$ cat src/rtl/neuron_accum_ctrl.sv
// Neuron dot-product sequencer: loads a bias, streams N_INPUTS signed samples
// through the shared registered adder, saturates to 16b and offers the result.
//
// state   | meaning
// --------+--------------------------------------------------------------
// IDLE    | waiting for start; bias captured into acc on accept
// ISSUE   | in_ready high; a valid sample is handed to the adder this edge
// CAPTURE | adder total available; saturate into acc, advance sample count
// DONE    | result offered on out_valid until out_ready
module neuron_accum_ctrl #(
  parameter  int N_INPUTS = 8,
  localparam int CNT_W    = $clog2(N_INPUTS + 1)
) (
  input  logic        i_clk,
  input  logic        i_rst,
  input  logic        i_start,
  input  logic [15:0] i_bias,
  input  logic        i_in_valid,
  input  logic [7:0]  i_in_data,
  output logic        o_in_ready,
  output logic [15:0] o_add_in1,
  output logic [7:0]  o_add_in2,
  input  logic [16:0] i_add_total,
  output logic        o_out_valid,
  input  logic        i_out_ready,
  output logic [15:0] o_out_data,
  output logic        o_out_ovf,
  output logic        o_busy
);

  typedef enum logic [1:0] {
    S_IDLE    = 2'd0,
    S_ISSUE   = 2'd1,
    S_CAPTURE = 2'd2,
    S_DONE    = 2'd3
  } state_t;

  localparam logic [CNT_W-1:0] LAST_CNT = CNT_W'(N_INPUTS - 1);

  state_t            r_state;
  state_t            w_next;
  logic [15:0]       r_acc;
  logic [CNT_W-1:0]  r_cnt;
  logic              r_ovf;

  logic              w_ovf;
  logic [15:0]       w_sat;
  logic              w_last;
  logic              w_in_ready;

  // A 17b total whose top two bits disagree no longer fits in 16b signed.
  assign w_ovf  = i_add_total[16] ^ i_add_total[15];
  assign w_sat  = !w_ovf          ? i_add_total[15:0] :
                  i_add_total[16] ? 16'h8000 : 16'h7FFF;
  assign w_last = (r_cnt == LAST_CNT);
  assign w_in_ready = (r_state == S_ISSUE);

  always_ff @(posedge i_clk or posedge i_rst) begin
    if (i_rst) begin
      r_state <= S_IDLE;
    end else begin
      r_state <= w_next;
    end
  end

  always_ff @(posedge i_clk or posedge i_rst) begin
    if (i_rst) begin
      r_acc <= 16'd0;
      r_cnt <= '0;
      r_ovf <= 1'b0;
    end else begin
      case (r_state)
        S_IDLE: begin
          if (i_start) begin
            r_acc <= i_bias;
            r_cnt <= '0;
            r_ovf <= 1'b0;
          end
        end
        S_CAPTURE: begin
          r_acc <= w_sat;
          r_ovf <= r_ovf | w_ovf;
          r_cnt <= r_cnt + CNT_W'(1);
        end
        default: ;
      endcase
    end
  end

  always_comb begin
    w_next = r_state;
    case (r_state)
      S_IDLE:    if (i_start)     w_next = S_ISSUE;
      S_ISSUE:   if (i_in_valid)  w_next = S_CAPTURE;
      S_CAPTURE: w_next = w_last ? S_DONE : S_ISSUE;
      S_DONE:    if (i_out_ready) w_next = S_IDLE;
      default:   w_next = S_IDLE;
    endcase
  end

  always_comb begin
    o_in_ready  = w_in_ready;
    o_add_in1   = r_acc;
    o_add_in2   = (i_in_valid && w_in_ready) ? i_in_data : 8'd0;
    o_busy      = (r_state != S_IDLE);
    o_out_valid = 1'b0;
    o_out_data  = 16'd0;
    o_out_ovf   = 1'b0;
    if (r_state == S_DONE) begin
      o_out_valid = 1'b1;
      o_out_data  = r_acc;
      o_out_ovf   = r_ovf;
    end
  end

endmodule

$ cat config.mk
export PLATFORM = sky130hd
export DESIGN_NAME = neuron_accum_ctrl
export DESIGN_NICKNAME = d
export VERILOG_FILES = /design/src/rtl/neuron_accum_ctrl.sv
export SDC_FILE = /design/constraint.sdc
export NUM_CORES = 1
export LEC_CHECK = 0
export CORE_UTILIZATION = 36
export CTS_CLUSTER_DIAMETER = 40
export DETAILED_ROUTE_END_ITERATION = 10
export GPL_TIMING_DRIVEN = 0
export HOLD_SLACK_MARGIN = 0.03
export PLACE_DENSITY = 0.8
export SYNTH_ARGS = -nofsm -noshare
export SYNTH_HDL_FRONTEND = slang
export SYNTH_SLANG_ARGS = --single-unit
$ cat constraint.sdc
create_clock -name i_clk -period 1.5 [get_ports i_clk]
set_input_delay 0.3 -clock i_clk [delete_from_list [all_inputs] [get_ports i_clk]]
set_output_delay 0.3 -clock i_clk [all_outputs]
set_load 0.03 [all_outputs]
### Yosys cells after proc, flatten, opt, wreduce, memory -nomap -nowiden

Index checks and enable logic that the tools add are counted.

| storage, ports and cells | value |
|---|---|
| bits in registers | 23 |
| input port bits | 46 |
| output and inout port bits | 44 |
| logic and storage cells | 37 |

| cells by class | value |
|---|---|
| add/subtract/negate cells | 1 |
| eq/ne operators | 7 |
| muxes and demuxes | 17 |
| bitwise logic cells | 2 |
| reductions and logical operators | 6 |

Operators by type and width:

| kind | count |
|---|---|
| $mux 16 | 4 |
| $pmux 16 s2 | 1 |
| $mux 2 | 4 |
| $mux 8 | 1 |
| $pmux 2 s4 | 1 |
| $pmux 4 s2 | 1 |
| $ne 2x2->1 const B | 3 |
| $add 4x1->4 const B | 1 |
| $eq 2x2->1 const B | 2 |
| $eq 4x3->1 const B | 1 |
| $mux 4 | 1 |
| $reduce_bool 2->1 | 2 |
| $mux 1 | 3 |
| $reduce_and 3->1 | 1 |
| $eq 2x1->1 const B | 1 |
| $logic_not 2->1 | 1 |
| $pmux 1 s2 | 1 |
| $reduce_and 2->1 | 1 |
| $logic_and 1x1->1 | 1 |
| $or 1x1->1 | 1 |
| $xor 1x1->1 | 1 |

### Depth between registers and ports, before layout

Gate-level depths: netlist (run 1).

| logic depth | value |
|---|---|
| depth in word-level cells | 3 |
| gate-level depth with buffers | 6 |
| gate-level depth less buffers | 5 |

### Least setup slack after synthesis (run 1)

OpenSTA, ideal clock, no wires.

| timing path | value |
|---|---|
| path type | reg2out |
| start | reg r_state[1] |
| end | out o_add_in2[0] |
| arrival | 1327 ps |
| data required time | 1200 ps |
| path slack | -127 ps |
| cell stages (with the launch flop) | 4 |
| path buffers | 1 |
| path through | dfrtp_1 -> nor2b_1 -> clkbuf_1 -> and3_1 |

| on the way | value |
|---|---|
| longest elaborated chain between the ends | 3 |

Ends and longest elaborated chain:

| element | RTL line | RTL |
|---|---|---|
| from (decl) | 40 | `state_t r_state;` |
| from (signal assigned) | 62 | `r_state <= w_next;` |
| $eq 2x1->1 | 56 | `assign w_in_ready = (r_state == S_ISSUE);` |
| via o_in_ready | 20 | `output logic o_in_ready,` |
| $logic_and 1x1->1 | 104 | `o_add_in2 = (i_in_valid && w_in_ready) ? i_in_data : 8'd0;` |
| $mux 8 | 104 |  |
| to (decl) | 22 | `output logic [7:0] o_add_in2,` |

The timed path passes the listed nets, and every way through them passes these cells.

### Worst setup path in the final report (run 1)

| timing path | value |
|---|---|
| start | reg r_state[0] |
| end | out o_add_in2[5] |

| on the way | value |
|---|---|
| longest elaborated chain between the ends | 3 |

Ends and longest elaborated chain:

| element | RTL line |
|---|---|
| $eq 2x1->1 | 56 |
| $logic_and 1x1->1 | 104 |
| $mux 8 | 104 |

Every way passes these cells.

==> flow_metrics.env, run 1 <==
export IMPL_synth_top_family_by_area="simple AND/OR/NAND/NOR gates"
export IMPL_cts_tree="built"
export IMPL_synthAdderAreaFrac_pct=2.695
export IMPL_cts_buffer_depth=2
export IMPL_synthCells=165
export IMPL_dieArea_sq_um=4121
export IMPL_seq_area_frac_synth_pct=41.33
export IMPL_timing_final_ws_setup_ns=-0.1694
export IMPL_fin_tns_setup_ns=-3.643
export IMPL_grt_ovfl_total=0
export IMPL_hold_class="in -> reg"
export IMPL_synth_xor_area_share_pct=0.6289
export IMPL_busiest_layer="met2"
export IMPL_skew_ns=0.004114
export IMPL_crit_required_ns=1.20
export IMPL_grt_usage_pct=29.12
export IMPL_numCtsBuffers=3
export IMPL_initial_core_util_pct=37.75
export IMPL_startpoint="r_state[0]"
export IMPL_r2r_start="r_state[1]"
export IMPL_synthSimpleGateAreaFrac_pct=29.65
export IMPL_place_ws_ns=-0.7028
export IMPL_vdd_drop_max_uv=1080
export IMPL_synth_area_mux_share_pct=0.8086
export IMPL_outcome="finished with violations"
export IMPL_power_density_nw_per_um2=1922
export IMPL_final_area_sq_um=2943
export IMPL_routabilityCongestion=0.8807
export IMPL_violations="setup timing"
export IMPL_vias=1840
export IMPL_grt_start_max_net_pins=24
export IMPL_use_met1_pct=36.27
export IMPL_htreeDepth=1
export IMPL_detailed_place_hpwl_um=3267
export IMPL_insertion_delay_ns=0.27
export IMPL_power_leakage_nw=1.325
export IMPL_wire_per_inst_um=19.44
export IMPL_syn_to_final_growth_pct=111.3
export IMPL_use_met3_pct=5.357
export IMPL_die_y_um=64.20
export IMPL_antenna_found_initial=0
export IMPL_syn_cell_area_sq_um=1393
export IMPL_synth_distinct_cells=28
export IMPL_fillers=231
export IMPL_coreArea_sq_um=3689
export IMPL_avgSynthCellArea_sq_um=8.440
export IMPL_ys_warn_count=0
export IMPL_start_kind="register"
export IMPL_cts_root_buf="clkbuf_8"
export IMPL_drt_wl_total_um=6396
export IMPL_hp_start="i_start"
export IMPL_crit_fanout=4
export IMPL_arrival_ns=1.37
export IMPL_drive_gt1_share_pct=38.79
export IMPL_drt_first_pass_iters=5
export IMPL_hold_depth=3
export IMPL_die_w_um=64.20
export IMPL_grt_pass1_wl_um=9128
export IMPL_drc=0
export IMPL_synth_nets=214
export IMPL_rows=22
export IMPL_worstSetupEndpointType="output pin"
export IMPL_clock_fmax_mhz=599.0
export IMPL_path_class="reg -> out"
export IMPL_via_per_inst=5.593
export IMPL_finish_net_count=331
export IMPL_tightest_slew_ns=0.9453
export IMPL_max_slew_margin_rel_pct=36.91
export IMPL_finalSetupViolCount=31
export IMPL_rsz0062_at_grt="true"
export IMPL_drv_slew=0
export IMPL_ios=90
export IMPL_synth_compound_area_share_pct=19.59
export IMPL_clkSinkCount=23
export IMPL_period_minus_slack_ns=1.669
export IMPL_dpl_cell_area_sq_um=2345
export IMPL_grt_use_met2_pct=48.27
export IMPL_rr_worst_depth=7
export IMPL_clk_pin_slew_ns=0.09
export IMPL_n_antenna_cell=0
export IMPL_fin_crit_sh_pct=111.3
export IMPL_cap_violations=0
export IMPL_final_util_pct=79.78
export IMPL_drt_iter0_drc=255
export IMPL_final_hold_viol_count=0
export IMPL_grt_pass1_vias=1877
export IMPL_final_cell_mix="clkdlybuf4s50_1, buf_6, and3_4, dfrtp_1, nand2_1"
export IMPL_ant_nets=0
export IMPL_final_common_cell="clkdlybuf4s50_1"
export IMPL_ys_ff_latch=23
export IMPL_numPortBuffers=89
-- sequential cells by signal (all words and copies together), names as in the netlist --
| signal | cells |
|---|---|
| r_cnt | 4 |
| r_state | 2 |
| r_ovf | 1 |
| o_add_in1 | 16 |
-- cell usage after synthesis (all sizes together) --
cell	count	area, sq um
o21bai	1	11.26
and2	1	6.260
nand3	3	15.01
mux2	1	11.26
inv	5	18.77
o211ai	3	22.52
nand2b	1	6.260
o21ai	6	30.02
and3	25	156.4
xor2	1	8.760
nor3	1	5.000
nand2	20	75.07
buf	6	32.53
o31ai	10	75.07
dfrtp	23	575.6
ha	3	37.54
nor2	20	75.07
o221ai	3	26.28
nand4b	1	8.760
clkbuf	6	22.52
a211oi	9	67.56
nand3b	2	15.01
a21o	1	7.510
a21oi	3	15.01
nor2b	8	50.05
a22o	2	17.52
-- per-stage QoR --
stage | power [mW] | hold WS [ns] | cells
after detailed placement | 4.065 | 0.4828 | 302
after CTS | 5.217 | 0.5050 | 324
after global routing | 5.890 | 0.5239 | 329
after global placement | 4.013 | 0.4780 | 302
after floorplan | 2.862 | 0.3019 | 165
final | 5.656 | 0.5030 | 329
-- routing by layer --
layer  vias up  part of all wire [%]
met1       884                    41
met2       111                    50
met5         -                     0
met4         0                   2.9
li1        826                     -
met3        19                   6.1
-- kinds of logic after synthesis --
family	after synthesis
AO/OA/AOI/OAI	38
multiplexers	1
flip-flops	23
buffers and inverters	17
XOR/XNOR	1
AND/OR/NAND/NOR	82
adder cells (fa/ha/maj)	3
-- path summary, 6_finish.rpt --
path | endpoint | slack, ns
min | o_add_in1[3] | 0.50
max in group asynchronous | r_state[1] | 0.32
max reg2reg | r_state[0] | -0.04
max | o_add_in2[5] | -0.17
min reg2reg | o_add_in1[14] | 0.51
min in group asynchronous | o_add_in1[5] | 0.55
-- worst max-delay path, stage by stage, from the launching register on --
cell and delay [ns]:
dfrtp_1 0.43, nor2b_4 0.23, buf_6 0.13, and3_1 0.18
buf_6 0.14
-- what timing repair did --
| item | in CTS | in global routing |
|---|---|---|
| pin swaps | 14 | 10 |
| gates cloned | 4 | 0 |
| buffers inserted | 14 | 5 |
| endpoints found under the hold margin | 0 | 0 |
| setup endpoints to repair | 65 | 47 |
| hold buffers | 0 | 0 |
| resized for setup | 279 | 23 |
-- layout make-up --
type,instances,area (sq um),share of cell area [%]
multi-input combinational,126,957.2,32.53
clock buffer,4,45.04,1.531
tap,48,60.06,2.041
inverter,5,22.52,0.7653
sequential,23,576.8,19.60
timing repair buffer,111,1091,37.07
buffer,12,190.2,6.463
-- power by group --
| group | switching [mW] | total, mW | internal (mW) |
|---|---|---|---|
| registers | 0.281 | 1.19 | 0.912 |
| clock network | 0.214 | 0.404 | 0.190 |
| logic | 2.15 | 4.06 | 1.91 |
Note: power is estimated with default switching activity, not from simulation.
==> inputs of run 2 (changes only) <==
- CAP_MARGIN: unset -> 20
==> results of run 2 <==
Final layout, timing and power as in run 1 (identical DEF).
==> inputs of run 3 (changes only) <==
- PLACE_DENSITY: 0.8 -> unset
- PLACE_DENSITY_LB_ADDON: unset -> 0.3
==> run 3 against run 2 <==
The flow still finishes with violations (setup timing); critical path depth unchanged; core utilization rose by 3.3 points; combinational power rose by 5.2%; worst setup slack gained 0.0018 ns; via count is 3.9% higher; clock power grew 3%; global-route usage fell by 0.27 points; total power rose by 3.9%.
==> flow_metrics.env, run 3 (same netlist as run 1, synthesis figures left out) <==
export IMPL_antenna_found_initial=0
export IMPL_grt_pass1_wl_um=9135
export IMPL_n_antenna_cell=0
export IMPL_htreeDepth=1
export IMPL_coreArea_sq_um=3689
export IMPL_crit_fanout=7
export IMPL_worstSetupEndpointType="output pin"
export IMPL_detailed_place_hpwl_um=3309
export IMPL_final_common_cell="clkdlybuf4s50_1"
export IMPL_finish_net_count=337
export IMPL_critPathSlowestCell="dfrtp_2"
export IMPL_numPortBuffers=89
export IMPL_hold_class="reg -> reg"
export IMPL_skew_ns=0.007690
export IMPL_final_hold_viol_count=0
export IMPL_max_slew_margin_rel_pct=36.02
export IMPL_start_kind="register"
export IMPL_numCtsBuffers=3
export IMPL_tightest_slew_ns=0.9586
export IMPL_final_cell_mix="clkdlybuf4s50_1, buf_6, and3_4, dfrtp_1"
export IMPL_holdPathEnd="o_add_in1[8]"
export IMPL_drt_iter0_drc=112
export IMPL_drc=0
export IMPL_syn_to_final_growth_pct=119.9
export IMPL_drt_first_pass_iters=4
export IMPL_vdd_drop_max_uv=1149
export IMPL_cap_violations=0
export IMPL_cp_slowest_stage_delay_ns=0.47
export IMPL_power_leakage_nw=1.383
export IMPL_finalSetupViolCount=29
export IMPL_vias=1911
export IMPL_place_ws_ns=-0.6962
export IMPL_r2r_start="r_state[1]"
export IMPL_power_mw=5.877
export IMPL_grt_start_max_net_pins=24
export IMPL_timing_final_ws_setup_ns=-0.1676
export IMPL_hp_start="o_add_in1[8]"
export IMPL_hold_depth=2
export IMPL_largest_register_ffs=16
export IMPL_cts_hold_buf=0
export IMPL_insertion_delay_ns=0.27
export IMPL_path_cells="buf_8 -> clkbuf_16 -> and3_4 -> buf_6"
export IMPL_drive_gt1_share_pct=42.51
export IMPL_rsz0062_at_grt="true"
export IMPL_cts_root_buf="clkbuf_8"
export IMPL_cts_tree="built"
export IMPL_grt_ovfl_total=0
export IMPL_power_density_nw_per_um2=1919
export IMPL_rr_endpoint="r_cnt[3]"
export IMPL_routabilityCongestion=0.7972
export IMPL_outcome="finished with violations"
export IMPL_dpl_cell_count=302
export IMPL_crit_required_ns=1.20
export IMPL_die_y_um=64.20
export IMPL_clk_pin_slew_ns=0.10
export IMPL_drv_slew=0
export IMPL_violations="setup timing"
export IMPL_ios=90
export IMPL_period_minus_slack_ns=1.668
export IMPL_rows=22
export IMPL_die_w_um=64.20
export IMPL_ant_nets=0
export IMPL_clkSinkCount=23
export IMPL_initial_core_util_pct=37.75
export IMPL_grt_usage_pct=28.85
export IMPL_wire_per_inst_um=20.05
export IMPL_drt_wl_total_um=6718
export IMPL_arrival_ns=1.37
export IMPL_path_class="reg -> out"
export IMPL_rr_worst_depth=6
export IMPL_r2r_setup_slack_ns=-0.08
export IMPL_cts_buffer_depth=2
export IMPL_grt_pass1_vias=1835
export IMPL_fin_crit_sh_pct=111.2
export IMPL_via_per_inst=5.704
export IMPL_fin_cells=335
export IMPL_dieArea_sq_um=4121
export IMPL_clock_fmax_mhz=599.7
-- run 3: cell types whose count changed in the layout (fill, tap and decap cells not counted), moves of 4 or more --
cell and change:
clkbuf_8 +4, o31ai_2 +4, o31ai_1 -4, a211oi_1 -4
-- run 3: worst max-delay path by stage --
stage | start | end | slack (ns) | cells past startpoint
after floorplan | r_state[1] | o_add_in2[0] | 0.07 | 3
after global placement | r_state[1] | o_out_ovf | -0.71 | 4
after detailed placement | r_state[1] | o_out_data[6] | -0.70 | 4
after CTS | r_state[1] | o_add_in2[7] | -0.14 | 4
after global routing | r_state[1] | o_out_data[13] | -0.20 | 4
final | r_state[1] | o_out_data[13] | -0.17 | 4
-- run 3: repair_timing --
action,in CTS,in global routing
cloned,4,4
pin swaps,22,7
setup endpoints to repair,65,49
gates resized for setup,279,26
buffers inserted,13,8
-- run 3: per-stage QoR --
stage	hold slack (ns)	instance area [sq um]	util [%]	setup TNS, ns
final	0.5161	3063	83.04	-3.855
after global routing	0.5536	3063	83.04	-4.975
after CTS	0.5096	2833	76.80	-2.693
after detailed placement	0.4885	2345	63.57	-26.45
after global placement	0.4742	2345	63.57	-25.67
after floorplan	0.3019	1394	-	0
-- run 3: final cells by class --
class	instances	area (sq um)
flip-flops and latches	23	576.8
well taps	48	60.06
plain buffers	12	180.2
repair buffers	117	1171
multi-input cells	126	1011
fillers	199	625.6
clock buffers	4	45.04
inverters	5	18.77
-- run 3: where the power goes --
group          internal [mW]  leakage [nW]  total (mW)  switching [mW]
logic                   2.01          1.08        4.27            2.25
registers              0.912         0.284        1.19           0.282
clock network          0.190        0.0228       0.417           0.227
-- run 3: worst max-delay path, delay by kind of cell, from the launching register on --
kind	cells	cell delay [ns]
buf+inv	3	0.44
flops	1	0.47
simple gates	1	0.18
-- run 3: routing by layer --
layer	up-vias	routed length, um	global-route usage, %
met4	0	165	10.00
met3	18	613	5.536
li1	831	-	-
met5	-	0	0
met2	111	3392	49.07
met1	951	2547	36.28
